<file path="src/rtl/bp_pkg.sv">
// Shared constants, FSM state type and RV32 instruction encoders for the fetch predecoder.
package bp_pkg;

  localparam logic [6:0] OP_BRANCH = 7'b1100011;
  localparam logic [6:0] OP_JAL    = 7'b1101111;
  localparam logic [6:0] OP_JALR   = 7'b1100111;
  localparam logic [6:0] OP_IMM    = 7'b0010011;
  localparam logic [6:0] OP_REG    = 7'b0110011;
  localparam logic [6:0] OP_LOAD   = 7'b0000011;
  localparam logic [6:0] OP_STORE  = 7'b0100011;
  localparam logic [6:0] OP_LUI    = 7'b0110111;

  localparam logic [1:0] CTR_INIT = 2'b10;

  localparam logic [4:0] LINK_X1 = 5'd1;
  localparam logic [4:0] LINK_X5 = 5'd5;

  typedef enum logic {IDLE, WAIT} fsm_state_e;

  function automatic logic [31:0] enc_i(input logic [11:0] imm, input logic [4:0] rs1,
                                        input logic [2:0] f3, input logic [4:0] rd,
                                        input logic [6:0] op);
    return {imm, rs1, f3, rd, op};
  endfunction

  function automatic logic [31:0] enc_s(input logic [11:0] imm, input logic [4:0] rs2,
                                        input logic [4:0] rs1, input logic [2:0] f3);
    return {imm[11:5], rs2, rs1, f3, imm[4:0], OP_STORE};
  endfunction

  function automatic logic [31:0] enc_b(input logic [12:0] imm, input logic [4:0] rs2,
                                        input logic [4:0] rs1, input logic [2:0] f3);
    return {imm[12], imm[10:5], rs2, rs1, f3, imm[4:1], imm[11], OP_BRANCH};
  endfunction

  function automatic logic [31:0] enc_j(input logic [20:0] imm, input logic [4:0] rd);
    return {imm[20], imm[10:1], imm[11], imm[19:12], rd, OP_JAL};
  endfunction

  function automatic logic [31:0] enc_r(input logic [6:0] f7, input logic [4:0] rs2,
                                        input logic [4:0] rs1, input logic [2:0] f3,
                                        input logic [4:0] rd);
    return {f7, rs2, rs1, f3, rd, OP_REG};
  endfunction

endpackage

</file>
<file path="src/rtl/rvc_expander.sv">
// Combinational RV32C to RV32I expander; illegal or unsupported encodings map to 32'b0.
module rvc_expander
  import bp_pkg::*;
(
  input  logic [31:0] inst,
  output logic [31:0] formalized_inst,
  output logic        rvc
);

  logic [15:0] c;
  logic [4:0]  rd, rs2, rdp, rs1p;
  logic [5:0]  imm6;
  logic [11:0] imm6_sx;
  logic [9:0]  addi4spn_imm;
  logic [6:0]  lw_off;
  logic [9:0]  addi16sp_imm;
  logic [11:0] cj_off;
  logic [8:0]  cb_off;
  logic [7:0]  lwsp_off;
  logic [7:0]  swsp_off;

  assign c            = inst[15:0];
  assign rvc          = inst[1:0] != 2'b11;
  assign rd           = c[11:7];
  assign rs2          = c[6:2];
  assign rdp          = {2'b01, c[4:2]};
  assign rs1p         = {2'b01, c[9:7]};
  assign imm6         = {c[12], c[6:2]};
  assign imm6_sx      = {{6{c[12]}}, imm6};
  assign addi4spn_imm = {c[10:7], c[12:11], c[5], c[6], 2'b00};
  assign lw_off       = {c[5], c[12:10], c[6], 2'b00};
  assign addi16sp_imm = {c[12], c[4:3], c[5], c[2], c[6], 4'b0000};
  assign cj_off       = {c[12], c[8], c[10:9], c[6], c[7], c[2], c[11], c[5:3], 1'b0};
  assign cb_off       = {c[12], c[6:5], c[2], c[11:10], c[4:3], 1'b0};
  assign lwsp_off     = {c[3:2], c[12], c[6:4], 2'b00};
  assign swsp_off     = {c[8:7], c[12:9], 2'b00};

  always_comb begin
    formalized_inst = 32'b0;
    if (!rvc) begin
      formalized_inst = inst;
    end else begin
      case ({c[1:0], c[15:13]})
        5'b00_000: if (addi4spn_imm != 10'd0)
                     formalized_inst = enc_i({2'b00, addi4spn_imm}, 5'd2, 3'b000, rdp, OP_IMM);
        5'b00_010: formalized_inst = enc_i({5'b0, lw_off}, rs1p, 3'b010, rdp, OP_LOAD);
        5'b00_110: formalized_inst = enc_s({5'b0, lw_off}, rdp, rs1p, 3'b010);
        5'b01_000: formalized_inst = enc_i(imm6_sx, rd, 3'b000, rd, OP_IMM);
        5'b01_001: formalized_inst = enc_j({{9{c[12]}}, cj_off}, LINK_X1);
        5'b01_010: formalized_inst = enc_i(imm6_sx, 5'd0, 3'b000, rd, OP_IMM);
        5'b01_011: begin
          if (rd == 5'd2) begin
            if (addi16sp_imm != 10'd0)
              formalized_inst = enc_i({{2{c[12]}}, addi16sp_imm}, 5'd2, 3'b000, 5'd2, OP_IMM);
          end else if (imm6 != 6'd0 && rd != 5'd0) begin
            formalized_inst = {{14{c[12]}}, imm6, rd, OP_LUI};
          end
        end
        5'b01_100: begin
          case (c[11:10])
            2'b00: if (!c[12]) formalized_inst = enc_i({7'b0000000, c[6:2]}, rs1p, 3'b101, rs1p, OP_IMM);
            2'b01: if (!c[12]) formalized_inst = enc_i({7'b0100000, c[6:2]}, rs1p, 3'b101, rs1p, OP_IMM);
            2'b10: formalized_inst = enc_i(imm6_sx, rs1p, 3'b111, rs1p, OP_IMM);
            default: begin
              if (!c[12]) begin
                case (c[6:5])
                  2'b00:   formalized_inst = enc_r(7'b0100000, rdp, rs1p, 3'b000, rs1p);
                  2'b01:   formalized_inst = enc_r(7'b0000000, rdp, rs1p, 3'b100, rs1p);
                  2'b10:   formalized_inst = enc_r(7'b0000000, rdp, rs1p, 3'b110, rs1p);
                  default: formalized_inst = enc_r(7'b0000000, rdp, rs1p, 3'b111, rs1p);
                endcase
              end
            end
          endcase
        end
        5'b01_101: formalized_inst = enc_j({{9{c[12]}}, cj_off}, 5'd0);
        5'b01_110: formalized_inst = enc_b({{4{c[12]}}, cb_off}, 5'd0, rs1p, 3'b000);
        5'b01_111: formalized_inst = enc_b({{4{c[12]}}, cb_off}, 5'd0, rs1p, 3'b001);
        5'b10_000: if (!c[12]) formalized_inst = enc_i({7'b0000000, c[6:2]}, rd, 3'b001, rd, OP_IMM);
        5'b10_010: if (rd != 5'd0)
                     formalized_inst = enc_i({4'b0, lwsp_off}, 5'd2, 3'b010, rd, OP_LOAD);
        5'b10_100: begin
          // EBREAK (c12=1, rd=0, rs2=0) is outside the supported set and stays zero.
          if (!c[12]) begin
            if (rs2 != 5'd0)      formalized_inst = enc_r(7'b0, rs2, 5'd0, 3'b000, rd);
            else if (rd != 5'd0)  formalized_inst = enc_i(12'd0, rd, 3'b000, 5'd0, OP_JALR);
          end else begin
            if (rs2 != 5'd0)      formalized_inst = enc_r(7'b0, rs2, rd, 3'b000, rd);
            else if (rd != 5'd0)  formalized_inst = enc_i(12'd0, rd, 3'b000, LINK_X1, OP_JALR);
          end
        end
        5'b10_110: formalized_inst = enc_s({4'b0, swsp_off}, rs2, 5'd2, 3'b010);
        default: ;
      endcase
    end
  end

endmodule

</file>
<file path="src/rtl/bp_predecoder.sv">
// Fetch predecoder: RVC expansion, BHT branch prediction, JALR wait FSM.
// Optional return-address stack enabled by defining BP_PREDECODER_RAS_EN.
module bp_predecoder
  import bp_pkg::*;
#(
  parameter int BHT_IDX_W = 6,
  parameter int RAS_DEPTH = 4
) (
  input  logic        clk_in,
  input  logic        rst_in,
  input  logic        rdy_in,
  input  logic        clear_in,
  input  logic [31:0] inst_in,
  input  logic        inst_valid_in,
  input  logic [31:0] inst_addr_in,
  input  logic        rob_br_in,
  input  logic [31:0] rob_new_pc_in,
  input  logic [31:0] rob_imm_in,
  input  logic        upd_valid_in,
  input  logic [31:0] upd_pc_in,
  input  logic        upd_taken_in,
  output logic [31:0] next_pc_out,
  output logic [31:0] formalized_inst_out,
  output logic        rvc_out,
  output logic        pred_taken_out,
  output logic        stall_out
);

  localparam int BHT_SIZE = 1 << BHT_IDX_W;

  logic [1:0]           bht_q [BHT_SIZE];
  fsm_state_e           state_q;
  logic [BHT_IDX_W-1:0] rd_idx, upd_idx;
  logic [31:0]          len, jimm, bimm, ret_addr, ras_top;
  logic                 is_jal, is_jalr, is_branch, ras_hit, wait_entry;
  logic [1:0]           upd_ctr;
  logic                 unused_upd_bits;

  rvc_expander u_expander (
    .inst            (inst_in),
    .formalized_inst (formalized_inst_out),
    .rvc             (rvc_out)
  );

  assign is_jal    = formalized_inst_out[6:0] == OP_JAL;
  assign is_jalr   = formalized_inst_out[6:0] == OP_JALR;
  assign is_branch = formalized_inst_out[6:0] == OP_BRANCH;
  assign len       = rvc_out ? 32'd2 : 32'd4;
  assign ret_addr  = inst_addr_in + len;
  assign jimm = {{11{formalized_inst_out[31]}}, formalized_inst_out[31], formalized_inst_out[19:12],
                 formalized_inst_out[20], formalized_inst_out[30:21], 1'b0};
  assign bimm = {{19{formalized_inst_out[31]}}, formalized_inst_out[31], formalized_inst_out[7],
                 formalized_inst_out[30:25], formalized_inst_out[11:8], 1'b0};

  assign rd_idx          = inst_addr_in[BHT_IDX_W:1];
  assign upd_idx         = upd_pc_in[BHT_IDX_W:1];
  assign unused_upd_bits = ^{upd_pc_in[31:BHT_IDX_W+1], upd_pc_in[0]};
  assign pred_taken_out  = is_branch && inst_valid_in && bht_q[rd_idx][1];

  assign wait_entry = inst_valid_in && is_jalr && !rob_br_in && !clear_in && !ras_hit;
  assign stall_out  = (state_q == IDLE && wait_entry) || (state_q == WAIT && !rob_br_in);

  always_comb begin
    next_pc_out = ret_addr;
    if (rob_br_in)
      next_pc_out = rob_new_pc_in + rob_imm_in;
    else if (!inst_valid_in || state_q == WAIT)
      next_pc_out = inst_addr_in;
    else if (is_jal)
      next_pc_out = inst_addr_in + jimm;
    else if (is_branch)
      next_pc_out = pred_taken_out ? inst_addr_in + bimm : ret_addr;
    else if (is_jalr)
      next_pc_out = ras_hit ? ras_top : inst_addr_in;
  end

  // Saturating 2-bit counter step for the committed branch.
  always_comb begin
    upd_ctr = bht_q[upd_idx];
    if (upd_taken_in && upd_ctr != 2'b11)
      upd_ctr = upd_ctr + 2'b01;
    else if (!upd_taken_in && upd_ctr != 2'b00)
      upd_ctr = upd_ctr - 2'b01;
  end

  always_ff @(posedge clk_in) begin
    if (rst_in) begin
      for (int i = 0; i < BHT_SIZE; i++) bht_q[i] <= CTR_INIT;
    end else if (rdy_in && upd_valid_in) begin
      bht_q[upd_idx] <= upd_ctr;
    end
  end

  always_ff @(posedge clk_in) begin
    if (rst_in)
      state_q <= IDLE;
    else if (rdy_in) begin
      if (state_q == IDLE && wait_entry)
        state_q <= WAIT;
      else if (state_q == WAIT && (rob_br_in || clear_in))
        state_q <= IDLE;
    end
  end

`ifdef BP_PREDECODER_RAS_EN
  localparam int PTR_W = $clog2(RAS_DEPTH);

  logic [31:0]  ras_q [RAS_DEPTH];
  logic [PTR_W-1:0] top_q, top_pop, top_push;
  logic [PTR_W:0]   cnt_q, cnt_pop;
  logic [4:0]   inst_rd, inst_rs1;
  logic         rd_link, rs1_link, push_req, pop_req, ras_en, do_pop, do_push;

  assign inst_rd  = formalized_inst_out[11:7];
  assign inst_rs1 = formalized_inst_out[19:15];
  assign rd_link  = inst_rd == LINK_X1 || inst_rd == LINK_X5;
  assign rs1_link = inst_rs1 == LINK_X1 || inst_rs1 == LINK_X5;
  assign push_req = (is_jal || is_jalr) && rd_link;
  assign pop_req  = is_jalr && rs1_link && inst_rd != inst_rs1;
  assign ras_hit  = inst_valid_in && pop_req && cnt_q != '0 && state_q == IDLE;
  assign ras_top  = ras_q[top_q];

  // Stack only moves for a fresh instruction in IDLE; a held jalr in WAIT must not re-push.
  assign ras_en   = rdy_in && inst_valid_in && !rob_br_in && !clear_in && state_q == IDLE;
  assign do_pop   = ras_en && pop_req && cnt_q != '0;
  assign do_push  = ras_en && push_req;
  assign top_pop  = do_pop ? top_q - 1'b1 : top_q;
  assign cnt_pop  = cnt_q - {{PTR_W{1'b0}}, do_pop};
  assign top_push = top_pop + 1'b1;

  always_ff @(posedge clk_in) begin
    if (rst_in) begin
      top_q <= '0;
      cnt_q <= '0;
    end else if (rdy_in && (rob_br_in || clear_in)) begin
      top_q <= '0;
      cnt_q <= '0;
    end else if (do_push) begin
      top_q <= top_push;
      cnt_q <= (cnt_pop == (PTR_W+1)'(RAS_DEPTH)) ? cnt_pop : cnt_pop + 1'b1;
    end else begin
      top_q <= top_pop;
      cnt_q <= cnt_pop;
    end
  end

  always_ff @(posedge clk_in) begin
    if (do_push) ras_q[top_push] <= ret_addr;
  end
`else
  logic unused_ras_cfg;

  assign ras_hit        = 1'b0;
  assign ras_top        = 32'b0;
  assign unused_ras_cfg = ^RAS_DEPTH;
`endif

endmodule
</file>
<file path="config.mk">
export PLATFORM = sky130hd
export DESIGN_NAME = bp_predecoder
export DESIGN_NICKNAME = d
export VERILOG_FILES = /design/src/rtl/bp_pkg.sv /design/src/rtl/rvc_expander.sv /design/src/rtl/bp_predecoder.sv
export SDC_FILE = /design/constraint.sdc
export NUM_CORES = 1
export LEC_CHECK = 0
export CORE_MARGIN = 4
export CORE_UTILIZATION = 45
export CTS_CLUSTER_DIAMETER = 150
export DETAILED_ROUTE_END_ITERATION = 16
export PLACE_DENSITY = 0.69
export SLEW_MARGIN = 30
export SYNTH_ARGS = -nofsm -noshare
export SYNTH_HDL_FRONTEND = slang
export SYNTH_SLANG_ARGS = --single-unit
</file>
<file path="constraint.sdc">
create_clock -name clk_in -period 14.85 [get_ports clk_in]
set_clock_uncertainty 0.15 [all_clocks]
set_input_delay 2.97 -clock clk_in [delete_from_list [all_inputs] [get_ports clk_in]]
set_output_delay 2.97 -clock clk_in [all_outputs]
set_load 0.02 [all_outputs]
</file>
# Yosys cells after proc, flatten, opt, wreduce, memory -nomap -nowiden
# Memories as Yosys holds them, arrays and structs flattened.
# Index checks and enable logic that the tools add are counted.
[classes] n_addsub=6 eq_ne=24 muxes=37 n_bitwise=1 reduce_logical=31
[ops] cell="$pmux W32 S15" count=1
[ops] cell="$mux W32" count=14
[ops] cell="$add A32 B32 Y32" count=3
[ops] cell="$pmux W32 S3" count=1
[ops] cell="$pmux W31 S3" count=1
[ops] cell="$mux W25" count=2
[ops] cell="$eq A5 B4 Y1 const B" count=8
[ops] cell="$mux W20" count=2
[ops] cell="$add A32 B3 Y32" count=1
[ops] cell="$mux W31" count=1
[ops] cell="$mux W30" count=1
[ops] cell="$mux W28" count=1
[ops] cell="$eq A7 B7 Y1 const B" count=3
[ops] cell="$eq A5 B5 Y1 const B" count=4
[ops] cell="$reduce_bool A10 Y1" count=2
[ops] cell="$logic_and A1 B1 Y1" count=12
[ops] cell="$eq A5 B2 Y1 const B" count=2
[ops] cell="$reduce_bool A5 Y1" count=2
[ops] cell="$mux W1" count=8
[ops] cell="$mux W2" count=3
[ops] cell="$mux W6" count=1
[ops] cell="$reduce_bool A6 Y1" count=1
[ops] cell="$eq A5 B3 Y1 const B" count=1
[ops] cell="$logic_not A5 Y1" count=1
[ops] cell="other kinds (13)" count=23
[word_totals] ff_bits=1 mem_bits_rw=128 input_bits=168 wordCells=101 mem_count=1
[mem_list] memory="bht_q" depth=64 width=2 read_ports=2 rd_clocked_by_memory_dff=0 write_ports=64 line_no="bp_predecoder.sv:31" text="logic [1:0] bht_q [BHT_SIZE];"

# Logic depth before layout (Yosys ltp)
[logic_depth] depth_word=14 ltp_mapped=21 depth_no_buf=19

# Modules after synthesis
# Synthesis repeated with hierarchy kept, for this count alone.
[hier_totals] cells_unflattened=1863 hier_area_um2=14903.0
[by_module_without_submodules] module="bp_predecoder" instances=1 cells_each=1600 area_per_inst_um2=13336.5 seq_area_each_um2=3863.7
[by_module_without_submodules] module="rvc_expander" instances=1 cells_each=263 area_per_inst_um2=1566.5 seq_area_each_um2=0.0

# Worst setup path after synthesis
# Ideal clock, no wire load.
[synth_path] path_kind="input to output" startpoint="input port inst_in[11]" endpoint="output port next_pc_out[31]" arrival_time_ns=7.452 path_slack_ns=4.278 path_stages=18 n_path_buf=2 path_cell_list="buf_6 > or4_4 > nor2_2 > a21oi_1 > or2_2 > o21ai_0 > nand4_1 > ha_1 > clkbuf_1 > a21oi_1 > o21ai_0 > o2111ai_1 > nand3_1 > a221o_1 > a21oi_1 > o21a_1 > o211ai_1 > nor4_1"
[synth_lines] item="start, declared" line_no="bp_predecoder.sv:13" text="input logic [31:0] inst_in,"
[synth_lines] item="$reduce_bool A5 Y1" line_no="rvc_expander.sv:55, rvc_expander.sv:80"
[synth_lines] item="$logic_and A1 B1 Y1" line_no="rvc_expander.sv:55" text="end else if (imm6 != 6'd0 && rd != 5'd0) begin"
[synth_lines] item="$mux W32" line_no="rvc_expander.sv:55"
[synth_lines] item="$mux W32" line_no="rvc_expander.sv:52" text="if (rd == 5'd2) begin"
[synth_lines] item="$pmux W32 S15 *" line_no="rvc_expander.sv:43" text="case ({c[1:0], c[15:13]})"
[synth_lines] item="$mux W32 *" line_no="rvc_expander.sv:40" text="if (!rvc) begin"
[synth_lines] item="named net formalized_inst_out[26]" line_no="bp_predecoder.sv:23" text="output logic [31:0] formalized_inst_out,"
[synth_lines] item="$add A32 B32 Y32" line_no="bp_predecoder.sv:72" text="next_pc_out = pred_taken_out ? inst_addr_in + bimm : ret_addr;"
[synth_lines] item="$mux W32" line_no="bp_predecoder.sv:72"
[synth_lines] item="$mux W32" line_no="bp_predecoder.sv:71" text="else if (is_branch)"
[synth_lines] item="$mux W32 *" line_no="bp_predecoder.sv:69" text="else if (is_jal)"
[synth_lines] item="$mux W32 *" line_no="bp_predecoder.sv:67" text="else if (!inst_valid_in || state_q == WAIT)"
[synth_lines] item="$mux W32 *" line_no="bp_predecoder.sv:65" text="if (rob_br_in)"
[synth_lines] item="end, declared" line_no="bp_predecoder.sv:22" text="output logic [31:0] next_pc_out,"
# Mark *: on every way through the listed nets, which the timed path passes. The rest lies on a longest branch.

# Final worst setup path
[layout_path] startpoint="input port inst_in[1]" endpoint="output port next_pc_out[25]"
[layout_between] elab_chain_len=11
[layout_lines] item="parallel branches: the longest is 8 deep, another holds $add A32 B32 Y32"
[layout_lines] item="$mux W32 *" line_no="bp_predecoder.sv:69"
[layout_lines] item="$mux W32 *" line_no="bp_predecoder.sv:67"
[layout_lines] item="$mux W32 *" line_no="bp_predecoder.sv:65"
# Mark *: on every way between the ends.

==> metrics.txt <==
CTS Buf Count=17; power share of the combinational group=0.395; P_int=903 uW; vias in the first global route=14457; Clock Sinks=129; compound-gate portion of the synthesized area=0.277; TritonRoute pass-1 iters=8; Routed Antenna Nets=0; Worst path depth=16; # IOs=235; area delta synth->final=20.3%; hold_buf cts=0; Syn Nets=1994; post-CTS sizing=0; crit-path cells=clkdlybuf4s50_1, nand2_1, clkinv_1, a211oi_1, a41oi_1, ha_1, nor2_1, a2111oi_0, a211oi_1, a211oi_1, o21ai_0, o21bai_1, xnor2_1, a32o_1, nor3_1, clkdlybuf4s50_1; commonest cells in the netlist=nand2_1, nor2_1, edfxtp_1; final setup vio count=0; sequential area share after synthesis=0.274; worst reg2reg path depth=11; Power Total=1410 uW; gr ovfl total=0; LEAKAGE=0.00604 uW; RSZ-0062 raised after global routing=false; Peak VDD IR=0.0000979 V; Clock Latency Late Sink=0.42 ns; Final Cycle Share=0.874; Worst Path Required=11.73 ns; Flop pwr share=0.289; Max stage delay on crit path=0.90 ns; Die ar.=0.0342 mm2; first-pass GRT wire length=83200 um; Initial Util=0.459; die span in y=185 um; Synth Register Bits=129; crit path capture type=output port; PD cells=83.2 mW/mm2; Sw Ratio=0.360; register-to-register setup slack=10.89 ns; root buffer cell=clkbuf_16; post-CTS setup repair buffer count=0; Cells after Synth=1744; total negative slack=0 ns; Post-Synth XOR/XNOR Area=0.0491; Final min period=12.99 ns; port buffer count=208; Hold WC Path Type=flop to flop; area share of fa/ha/maj cells after synthesis=0.0749; fraction of registers with async set/reset=0; f_max=77.0 MHz; Reg-to-Reg Start=bht_q[22][0]; WP buf/inv=3; share of cells above drive strength 1=0.0712; Die Wd=185 um; Syn Area/Cell=8.09 um2; Post-synth EDFFs=128; mux cell area share after synthesis=0.0333; routed wire length per instance=23.9 um; vias after detailed routing=15467; GP Congestion=1.03; DRC violations left=0; CP max-delay cell=clkdlybuf4s50_1; simple-gate portion of the synthesized area=0.245; crit path DAT=9.87 ns; clk slew on worst S/H paths=0.05 ns; largest delay contributor family on the critical path=compound AO/OA/AOI/OAI gates; H-tree depth=4; Clock Path Buffers=2; initial antenna violation count=2; critical path startpoint category=primary input; post-synthesis instance area=0.0141 mm2; Iter 0 DRT Violations=1865; Post-synth top flop=edfxtp_1; Cell Rows=64; Pins Over Slew Limit=0; most frequent CP cell=a211oi_1; Yosys top cell by area=edfxtp_1; outcome=finished, final reports clean; Layout Nets=2105; post-synth top area share=0.273; R2R Path End=bht_q[42][0]; cell with the most instances after synthesis=nand2_1; CTS tree=yes; count of different cell masters after synthesis=85; Hold Fails Final Rpt=0; biggest fanout along the worst timing path=27; clock group share of total power=0.316; Max-Cap Viols=0; Total GRT Usage=0.305; largest net degree at the start of global routing=68; DR vias/cell=6.83; combinational family with the most area after synthesis=compound AO/OA/AOI/OAI gates; Setup crit start=inst_in[1]; core area=0.0307 mm2; slew margin rel.=0.338; Area contributors post-synth=edfxtp_1, ha_1, nand2_1; crit path kind=primary input to output port; Slew @ Worst Pin=0.991 ns; DPL Wire Length=39800 um; YS warnings=0; source of the worst hold timing path=state_q; drt total wl=54200 um; sw power=509 uW; Worst Setup EP=next_pc_out[25]
==> per-stage QoR <==
stage / util / hold WS [ns] / setup WS (ns) / instances / area [um2]
5_1_grt: 0.552 / 0.470 / 1.46 / 2265 / 17000
3_5_place_dp: 0.531 / 0.408 / 2.24 / 2232 / 16300
6_report: 0.552 / 0.431 / 1.86 / 2265 / 17000
2_1_floorplan: - / 0.371 / 4.28 / 1744 / 14100
3_3_place_gp: 0.531 / 0.403 / 2.17 / 2232 / 16300
4_1_cts: 0.552 / 0.423 / 2.22 / 2264 / 17000
==> worst reg2reg max path, delay by kind of cell, from the launching register on <==
| family | cells | cell delay, ns |
|---|---|---|
| adder cells (fa/ha/maj) | 1 | 0.21 |
| flip-flops | 1 | 0.36 |
| AO/OA/AOI/OAI | 3 | 0.66 |
| multiplexers | 1 | 0.34 |
| XOR/XNOR | 1 | 0.16 |
| AND/OR/NAND/NOR | 3 | 1.10 |
| buffers and inverters | 2 | 0.69 |
==> flip-flops by register name, indices dropped and copies added, names as in the netlist <==
register / flops
bht_q: 128
state_q: 1
==> cells in the final DEF, fill, tap and decap left out, types with 7 or more instances in the layout <==
cell type,n
mux2i_1,12
and2_1,18
or3_1,10
nor4_1,13
a21o_1,58
ha_1,78
o21a_1,11
nand2_1,170
nand3_1,67
or2_2,42
edfxtp_1,128
a221oi_1,23
mux4_2,15
o21bai_1,28
nand4_1,39
clkbuf_16,17
o22ai_1,16
o221ai_1,7
buf_4,20
a21oi_1,110
nor2b_1,14
a31oi_1,30
xor2_1,38
clkdlybuf4s50_1,205
inv_1,27
nor3_1,92
o31a_1,8
a2111oi_0,9
a22oi_1,55
o211ai_1,14
a22o_1,16
nor2_1,132
o21ai_0,87
a211oi_1,17
o31ai_1,15
nand2b_1,23
nand3b_1,7
xnor2_1,40
a41oi_1,9
and3_1,23
==> how the worst min path moves through the flow <==
stage | cells after the start | to | slack (ns)
2_1_floorplan | 2 | state_q | 0.37
3_3_place_gp | 2 | state_q | 0.40
3_5_place_dp | 2 | state_q | 0.41
4_1_cts | 2 | state_q | 0.42
5_1_grt | 2 | state_q | 0.47
6_report | 2 | state_q | 0.43
==> layer usage <==
| layer | wire (um) | track usage | share of wire | vias up |
|---|---|---|---|---|
| met5 | 13 | 0 | 0.00024 | - |
| met4 | 2200 | 0.121 | 0.041 | 2 |
| met3 | 5900 | 0.0577 | 0.11 | 169 |
| met2 | 25200 | 0.498 | 0.46 | 995 |
| met1 | 21000 | 0.402 | 0.39 | 7365 |
| li1 | - | - | - | 6936 |
==> cell families after synthesis <==
family,count (synthesis)
AND/OR/NAND/NOR,691
AO/OA/AOI/OAI,569
buffers and inverters,166
flip-flops,129
adder cells (fa/ha/maj),82
XOR/XNOR,79
multiplexers,28
==> final cells by class <==
type | instances | area [um2]
diodes | 1 | 2.50
flip-flops and latches | 129 | 3860
multi-input cells | 1449 | 9640
repair buffers | 228 | 2220
inverters | 30 | 113
well taps | 396 | 495
clock inverters | 15 | 208
clock buffers | 17 | 425
fillers | 2778 | 13800
==> power by group through the flow <==
| stage | logic (uW) | registers [uW] | clock network [uW] |
|---|---|---|---|
| 2_1_floorplan | 341 | 415 | 0 |
| 3_3_place_gp | 538 | 416 | 0 |
| 3_5_place_dp | 544 | 416 | 0 |
| 4_1_cts | 546 | 408 | 447 |
| 5_1_grt | 598 | 409 | 466 |
| 6_report | 557 | 408 | 446 |
(Power assumes the default switching activity.)
